<file path="config.mk">
export PLATFORM = sky130hd
export DESIGN_NAME = dmem_access_ctrl
export DESIGN_NICKNAME = d
export VERILOG_FILES = /design/src/rtl/dmem_pkg.sv /design/src/rtl/dmem_load_align.sv /design/src/rtl/dmem_access_ctrl.sv
export SDC_FILE = /design/constraint.sdc
export NUM_CORES = 1
export LEC_CHECK = 0
export ABC_AREA = 0
export BUFFER_PORTS_ARGS = -buffer_cell sky130_fd_sc_hd__buf_2
export CELL_PAD_IN_SITES_DETAIL_PLACEMENT = 0
export CELL_PAD_IN_SITES_GLOBAL_PLACEMENT = 1
export CORE_MARGIN = 8
export CORE_UTILIZATION = 35
export CTS_CLUSTER_DIAMETER = 200
export CTS_CLUSTER_SIZE = 14
export DETAILED_ROUTE_END_ITERATION = 7
export PLACE_DENSITY = 0.77
export SYNTH_ARGS = -nofsm -noshare
export SYNTH_HDL_FRONTEND = slang
export SYNTH_SLANG_ARGS = --single-unit
</file>
<file path="constraint.sdc">
create_clock -name clk -period 9.9 [get_ports clk]
set_clock_uncertainty 0.15 [all_clocks]
set_input_delay 0.99 -clock clk [delete_from_list [all_inputs] [get_ports clk]]
set_output_delay 0.99 -clock clk [all_outputs]
set_load 0.05 [all_outputs]
</file>
<file path="src/rtl/dmem_pkg.sv">
// Shared types and lane helpers for the MEM-stage data-memory access controller.
package dmem_pkg;

   localparam logic [1:0] SIZE_BYTE = 2'b00;
   localparam logic [1:0] SIZE_HALF = 2'b01;
   localparam logic [1:0] SIZE_WORD = 2'b10;

   typedef enum logic [1:0] {
      IDLE = 2'd0,
      BUSY = 2'd1,
      DONE = 2'd2
   } state_e;

   // The reserved size code 2'b11 falls into the default arm and behaves as a word.
   function automatic logic [3:0] be_decode(input logic [1:0] size, input logic [1:0] lo);
      logic [3:0] be;
      case (size)
         SIZE_BYTE: be = 4'b0001 << lo;
         SIZE_HALF: be = 4'b0011 << {lo[1], 1'b0};
         default:   be = 4'b1111;
      endcase
      return be;
   endfunction

   function automatic logic [31:0] store_lanes(input logic [1:0] size, input logic [31:0] wdata);
      logic [31:0] lanes;
      case (size)
         SIZE_BYTE: lanes = {4{wdata[7:0]}};
         SIZE_HALF: lanes = {2{wdata[15:0]}};
         default:   lanes = wdata;
      endcase
      return lanes;
   endfunction

   function automatic logic misaligned(input logic [1:0] size, input logic [1:0] lo);
      logic mis;
      case (size)
         SIZE_BYTE: mis = 1'b0;
         SIZE_HALF: mis = lo[0];
         default:   mis = (lo != 2'b00);
      endcase
      return mis;
   endfunction

endpackage

</file>
<file path="src/rtl/dmem_load_align.sv">
// Load-data lane selection and sign/zero extension of the returned bus word.
module dmem_load_align
   import dmem_pkg::*;
(
   input  logic [31:0] bus_rdata,
   input  logic [1:0]  addr_lo,
   input  logic [1:0]  size,
   input  logic        sign,
   output logic [31:0] load_data
);

   logic [7:0]  byte_s;
   logic [15:0] half_s;

   // Pick the addressed lane, then widen it to 32 bits.
   always_comb begin
      byte_s = bus_rdata[{addr_lo, 3'b000} +: 8];
      half_s = addr_lo[1] ? bus_rdata[31:16] : bus_rdata[15:0];
      case (size)
         SIZE_BYTE: load_data = {{24{sign & byte_s[7]}}, byte_s};
         SIZE_HALF: load_data = {{16{sign & half_s[15]}}, half_s};
         default:   load_data = bus_rdata;
      endcase
   end

endmodule

</file>
<file path="src/rtl/dmem_access_ctrl.sv">
// MEM-stage load/store controller: req/ack bus transaction, byte strobes, load alignment, stall.
// Optional misalignment trap enabled with `define DMEM_MISALIGN_TRAP_EN.
module dmem_access_ctrl
   import dmem_pkg::*;
#(
   parameter int TIMEOUT_CYCLES = 256
) (
   input  logic        clk,
   input  logic        reset,
   input  logic        mem_rd,
   input  logic        mem_wr,
   input  logic [1:0]  mem_size,
   input  logic        mem_sign,
   input  logic [31:0] addr,
   input  logic [31:0] wdata,
   output logic        stall,
   output logic [31:0] rd_data,
   output logic [1:0]  addr_lo,
   output logic        bus_req,
   output logic        bus_we,
   output logic [31:0] bus_addr,
   output logic [3:0]  bus_be,
   output logic [31:0] bus_wdata,
   input  logic        bus_ack,
   input  logic [31:0] bus_rdata,
   output logic        bus_err
);

   localparam int CNT_W   = (TIMEOUT_CYCLES < 2) ? 1 : $clog2(TIMEOUT_CYCLES);
   localparam int TO_LAST = (TIMEOUT_CYCLES < 1) ? 0 : TIMEOUT_CYCLES - 1;

   state_e            state_q, state_d;
   logic              bus_req_q, bus_req_d;
   logic              bus_we_q, bus_we_d;
   logic [31:0]       bus_addr_q, bus_addr_d;
   logic [3:0]        bus_be_q, bus_be_d;
   logic [31:0]       bus_wdata_q, bus_wdata_d;
   logic              bus_err_q, bus_err_d;
   logic [31:0]       rd_data_q, rd_data_d;
   logic [1:0]        addr_lo_q, addr_lo_d;
   logic [1:0]        lo_q, lo_d;
   logic [1:0]        size_q, size_d;
   logic              sign_q, sign_d;
   logic [CNT_W-1:0]  cnt_q, cnt_d;
   logic              access_s;
   logic              trap_s;
   logic              timeout_s;
   logic [31:0]       load_data_s;

   assign access_s  = mem_rd | mem_wr;
   assign timeout_s = (TIMEOUT_CYCLES != 0) && (cnt_q == CNT_W'(TO_LAST));

`ifdef DMEM_MISALIGN_TRAP_EN
   assign trap_s = misaligned(mem_size, addr[1:0]);
`else
   assign trap_s = 1'b0;
`endif

   dmem_load_align u_load_align (
      .bus_rdata (bus_rdata),
      .addr_lo   (lo_q),
      .size      (size_q),
      .sign      (sign_q),
      .load_data (load_data_s)
   );

   // Next-state, bus register and completion logic.
   always_comb begin
      state_d     = state_q;
      bus_req_d   = bus_req_q;
      bus_we_d    = bus_we_q;
      bus_addr_d  = bus_addr_q;
      bus_be_d    = bus_be_q;
      bus_wdata_d = bus_wdata_q;
      bus_err_d   = 1'b0;
      rd_data_d   = rd_data_q;
      addr_lo_d   = addr_lo_q;
      lo_d        = lo_q;
      size_d      = size_q;
      sign_d      = sign_q;
      cnt_d       = '0;
      stall       = 1'b0;
      case (state_q)
         IDLE: begin
            stall = access_s;
            if (access_s && trap_s) begin
               state_d   = DONE;
               bus_err_d = 1'b1;
               rd_data_d = 32'd0;
               addr_lo_d = addr[1:0];
            end else if (access_s) begin
               state_d     = BUSY;
               bus_req_d   = 1'b1;
               bus_we_d    = mem_wr;
               bus_addr_d  = {addr[31:2], 2'b00};
               bus_be_d    = be_decode(mem_size, addr[1:0]);
               bus_wdata_d = mem_wr ? store_lanes(mem_size, wdata) : 32'd0;
               lo_d        = addr[1:0];
               size_d      = mem_size;
               sign_d      = mem_sign;
            end else begin
               state_d = IDLE;
            end
         end
         BUSY: begin
            stall = 1'b1;
            cnt_d = cnt_q + CNT_W'(1);
            // Ack takes priority over a timeout landing in the same cycle.
            if (bus_ack || timeout_s) begin
               state_d     = DONE;
               bus_req_d   = 1'b0;
               bus_we_d    = 1'b0;
               bus_addr_d  = 32'd0;
               bus_be_d    = 4'd0;
               bus_wdata_d = 32'd0;
               addr_lo_d   = lo_q;
               bus_err_d   = ~bus_ack;
               rd_data_d   = (bus_ack && !bus_we_q) ? load_data_s : 32'd0;
            end else begin
               state_d = BUSY;
            end
         end
         DONE: begin
            state_d = IDLE;
         end
         default: begin
            state_d = IDLE;
         end
      endcase
   end

   // State and output registers.
   always_ff @(posedge clk or posedge reset) begin
      if (reset) begin
         state_q     <= IDLE;
         bus_req_q   <= 1'b0;
         bus_we_q    <= 1'b0;
         bus_addr_q  <= 32'd0;
         bus_be_q    <= 4'd0;
         bus_wdata_q <= 32'd0;
         bus_err_q   <= 1'b0;
         rd_data_q   <= 32'd0;
         addr_lo_q   <= 2'd0;
         lo_q        <= 2'd0;
         size_q      <= 2'd0;
         sign_q      <= 1'b0;
         cnt_q       <= '0;
      end else begin
         state_q     <= state_d;
         bus_req_q   <= bus_req_d;
         bus_we_q    <= bus_we_d;
         bus_addr_q  <= bus_addr_d;
         bus_be_q    <= bus_be_d;
         bus_wdata_q <= bus_wdata_d;
         bus_err_q   <= bus_err_d;
         rd_data_q   <= rd_data_d;
         addr_lo_q   <= addr_lo_d;
         lo_q        <= lo_d;
         size_q      <= size_d;
         sign_q      <= sign_d;
         cnt_q       <= cnt_d;
      end
   end

   assign rd_data   = rd_data_q;
   assign addr_lo   = addr_lo_q;
   assign bus_req   = bus_req_q;
   assign bus_we    = bus_we_q;
   assign bus_addr  = bus_addr_q;
   assign bus_be    = bus_be_q;
   assign bus_wdata = bus_wdata_q;
   assign bus_err   = bus_err_q;

endmodule

</file>
==> summary.md <==
| Metric | Value |
|---|---|
| GP Congestion | `0.8075` |
| Hold buffer count at CTS | `0` |
| EDFF count, synth | `0` |
| Critical path data arrival time | `1890 ps` |
| Final HPWL DP | `13230 µm` |
| Worst reg2reg setup slack | `7090 ps` |
| Max-cap violations | `0` |
| Post-route minimum period | `3026 ps` |
| Hold Path Depth | `1` |
| Core box area | `0.01571 mm²` |
| PortBufs | `207` |
| Pre-antenna DRT Iters | `5` |
| DRC | `0` |
| Die H | `142.1 µm` |
| Antenna-violating nets left | `0` |
| Post-Syn Instances | `566` |
| Avg WL per Cell | `18.01 µm` |
| Area growth, synth to finish | `32.72%` |
| Number of I/O pins | `210` |
| Most common cell after layout, fill and taps aside | `buf_2` |
| Final WS setup | `6874 ps` |
| RR Endpoint | `bus_wdata[13]$_DFFE_PP0P_` |
| Setup TNS | `0 ps` |
| Clock sink count | `118` |
| Die footprint | `0.02019 mm²` |
| GRT Total Usage | `0.1759` |
| Clk pin slew, worst setup/hold paths | `50 ps` |
| Vias | `5014` |
| Post_cts resized | `0` |
| Synth Warn # | `0` |
| Max Slew Vio Count | `0` |
| Initial antenna violation count | `1` |
| Fillers | `1508` |
| Top_reg_cell synth | `dfrtp_1` |
| CTS tree | `done` |
| First-pass GRT wire length | `27950 µm` |
| Dpl ws | `6764 ps` |
| CTS H-Tree Depth | `4` |
| Congestion Overflow GR | `0` |
| Mapped cell area | `0.005564 mm²` |
| Nets | `861` |
| Largest net degree at the start of global routing | `80` |
| CP Class | `in -> out` |
| CP Max Fanout | `10` |
| Leak | `0.003711 µW` |
| Vias in the first global route | `5150` |
| Max Freq | `330.5 MHz` |
| Outcome | `finished clean` |
| Post-CTS Setup Inserts | `0` |
| Initial core utilization | `0.3541` |
| Syn Area/Cell | `9.831 µm²` |
| Worst min-delay path category | `reg -> reg` |
| RSZ-0062 raised after global routing | `no` |
| Die width | `142.1 µm` |
| Final cycle utilization of the critical path | `0.3056` |
| Reg2reg start | `state_q[1]$_DFF_PP0_` |
| Layout Utilization | `0.4700` |
| Startpoint Class | `primary input` |
| Setup crit end kind | `primary output` |
| CTS Buf Count | `17` |
| Clock Path Buffers | `2` |
| Ranking of synthesized cells by area | `dfrtp_1 (53%), o21ai_0 (8.5%), nand3_1 (5.6%)` |
| Sequential area share after synthesis | `0.5307` |
| Worst skew pair latency | `400 ps` |
| Peak VDD IR | `0.1726 mV` |
| Area leader, netlist | `dfrtp_1` |
| Initial DRC Count | `321` |
| Share of cells above drive strength 1 | `0.3511` |
| Clock Tree Root | `clkbuf_16` |
| Async SR Flop Fraction | `1.000` |
| Critical Path RT | `8760 ps` |
| Reg2Reg Depth | `5` |
| Finished Layout Cells | `986` |
| Most frequent cells in the layout | `buf_2 (207), dfrtp_1 (118), o21ai_0 (94)` |
| #FFs+latches synth | `118` |
| Post-Route WL | `17750 µm` |
| Cell Pwr Density | `387.3 mW/mm²` |
| Hold Fails Final Rpt | `0` |
| Placed Instances | `953` |
| Normalized max-slew margin | `0.3254` |
| Worst-margin pin slew | `1012 ps` |
| Site row count | `46` |
| Hold path endpoint | `cnt_q[0]$_DFF_PP0_` |
| Routed vias/inst | `5.085` |
| Hold Crit Start | `cnt_q[0]$_DFF_PP0_` |
| Final count of negative-setup-slack endpoints | `0` |
| Post-synth cell types | `42` |
| Top-area cell type share of the netlist area | `0.5307` |
## metrics by stage
step	area, µm²	total power [µW]	hold slack, ps
final	7385	2860	308.9
after global routing	7382	3015	337.3
after CTS	7382	2887	311.3
after detailed placement	6726	2197	303.8
after global placement	6726	2171	297.2
after floorplan	5568	1844	281.9
## worst max path at each step
| stage | endpoint | from | slack (ps) | depth (start not counted) |
|---|---|---|---|---|
| detailed placement | bus_wdata[13]$_DFFE_PP0P_ | mem_wr | 6760 | 7 |
| global route | stall | mem_wr | 6810 | 4 |
| CTS | stall | mem_wr | 6880 | 4 |
| floorplan | addr_lo[0]$_DFFE_PP0P_ | reset | 5630 | 1 |
| finish | stall | mem_wr | 6870 | 4 |
| global placement | bus_wdata[14]$_DFFE_PP0P_ | mem_wr | 6830 | 7 |
## synthesized netlist by cell type (3+ instances only)
| cell type | n |
|---|---|
| inv_1 | 45 |
| xor2_1 | 3 |
| a22o_1 | 9 |
| a31oi_1 | 4 |
| buf_6 | 4 |
| nand4_1 | 8 |
| o21ai_0 | 94 |
| nor2_1 | 14 |
| nand2b_1 | 4 |
| mux2i_1 | 25 |
| dfrtp_1 | 118 |
| or3_1 | 5 |
| a21oi_1 | 24 |
| clkbuf_1 | 28 |
| nand3_1 | 62 |
| o2bb2ai_1 | 23 |
| nand2_1 | 42 |
| buf_2 | 9 |
| mux2_2 | 10 |
| a221o_1 | 5 |
## layout make-up
cell class | instances | area, µm² | area share
Clock buffer | 19 | 452.9 | 0.06134
Antenna cell | 1 | 2.502 | 0.0003389
Timing Repair Buffer | 213 | 1081 | 0.1464
Sequential cell | 118 | 2953 | 0.3999
Clock inverter | 13 | 202.7 | 0.02745
Tap cell | 216 | 270.3 | 0.03660
Multi-Input combinational cell | 361 | 2251 | 0.3048
Inverter | 45 | 171.4 | 0.02321
## worst max-delay path, stage by stage
cell	delay (ps)
buf_2	160
nor3_1	420
nor2_4	80
buf_2	230
## sequential cells by signal (all words and copies together) (netlist names)
| name | flops |
|---|---|
| sign_q | 1 |
| lo_q | 2 |
| bus_addr | 30 |
| bus_wdata | 32 |
| bus_req | 1 |
| bus_err | 1 |
| cnt_q | 8 |
| bus_we | 1 |
| state_q | 2 |
| rd_data | 32 |
| addr_lo | 2 |
| bus_be | 4 |
| size_q | 2 |
## power breakdown
part | internal [µW] | switching [µW] | leakage, µW
registers | 670 | 137 | 0.00153
clock network | 458 | 220 | 0.000307
logic | 338 | 1040 | 0.00188
## routing by layer
layer  global-route usage  part of all wire  vias up
met5                    0           0.00073        -
met4              0.06331             0.018        2
met3              0.06407             0.093       26
met1               0.2172              0.42     2410
met2               0.2769              0.47      205
li1                     -                 -     2371
## cell families (layout without fill, tap and decap cells)
| group | after synthesis | after routing | share of synthesized area |
|---|---|---|---|
| xor gates and xnor gates | 4 | 4 | 0.006298 |
| buffers and inverters | 88 | 290 | 0.06813 |
| DFF | 118 | 118 | 0.5307 |
| muxes | 37 | 37 | 0.07061 |
| adders and majority gates | 1 | 1 | 0.002248 |
| and+or+nand+nor | 148 | 148 | 0.1298 |
| AOI/OAI and AO/OA | 169 | 169 | 0.1916 |
| other | 1 | 3 | 0.0006740 |
Power figures use the tool's default switching activity.
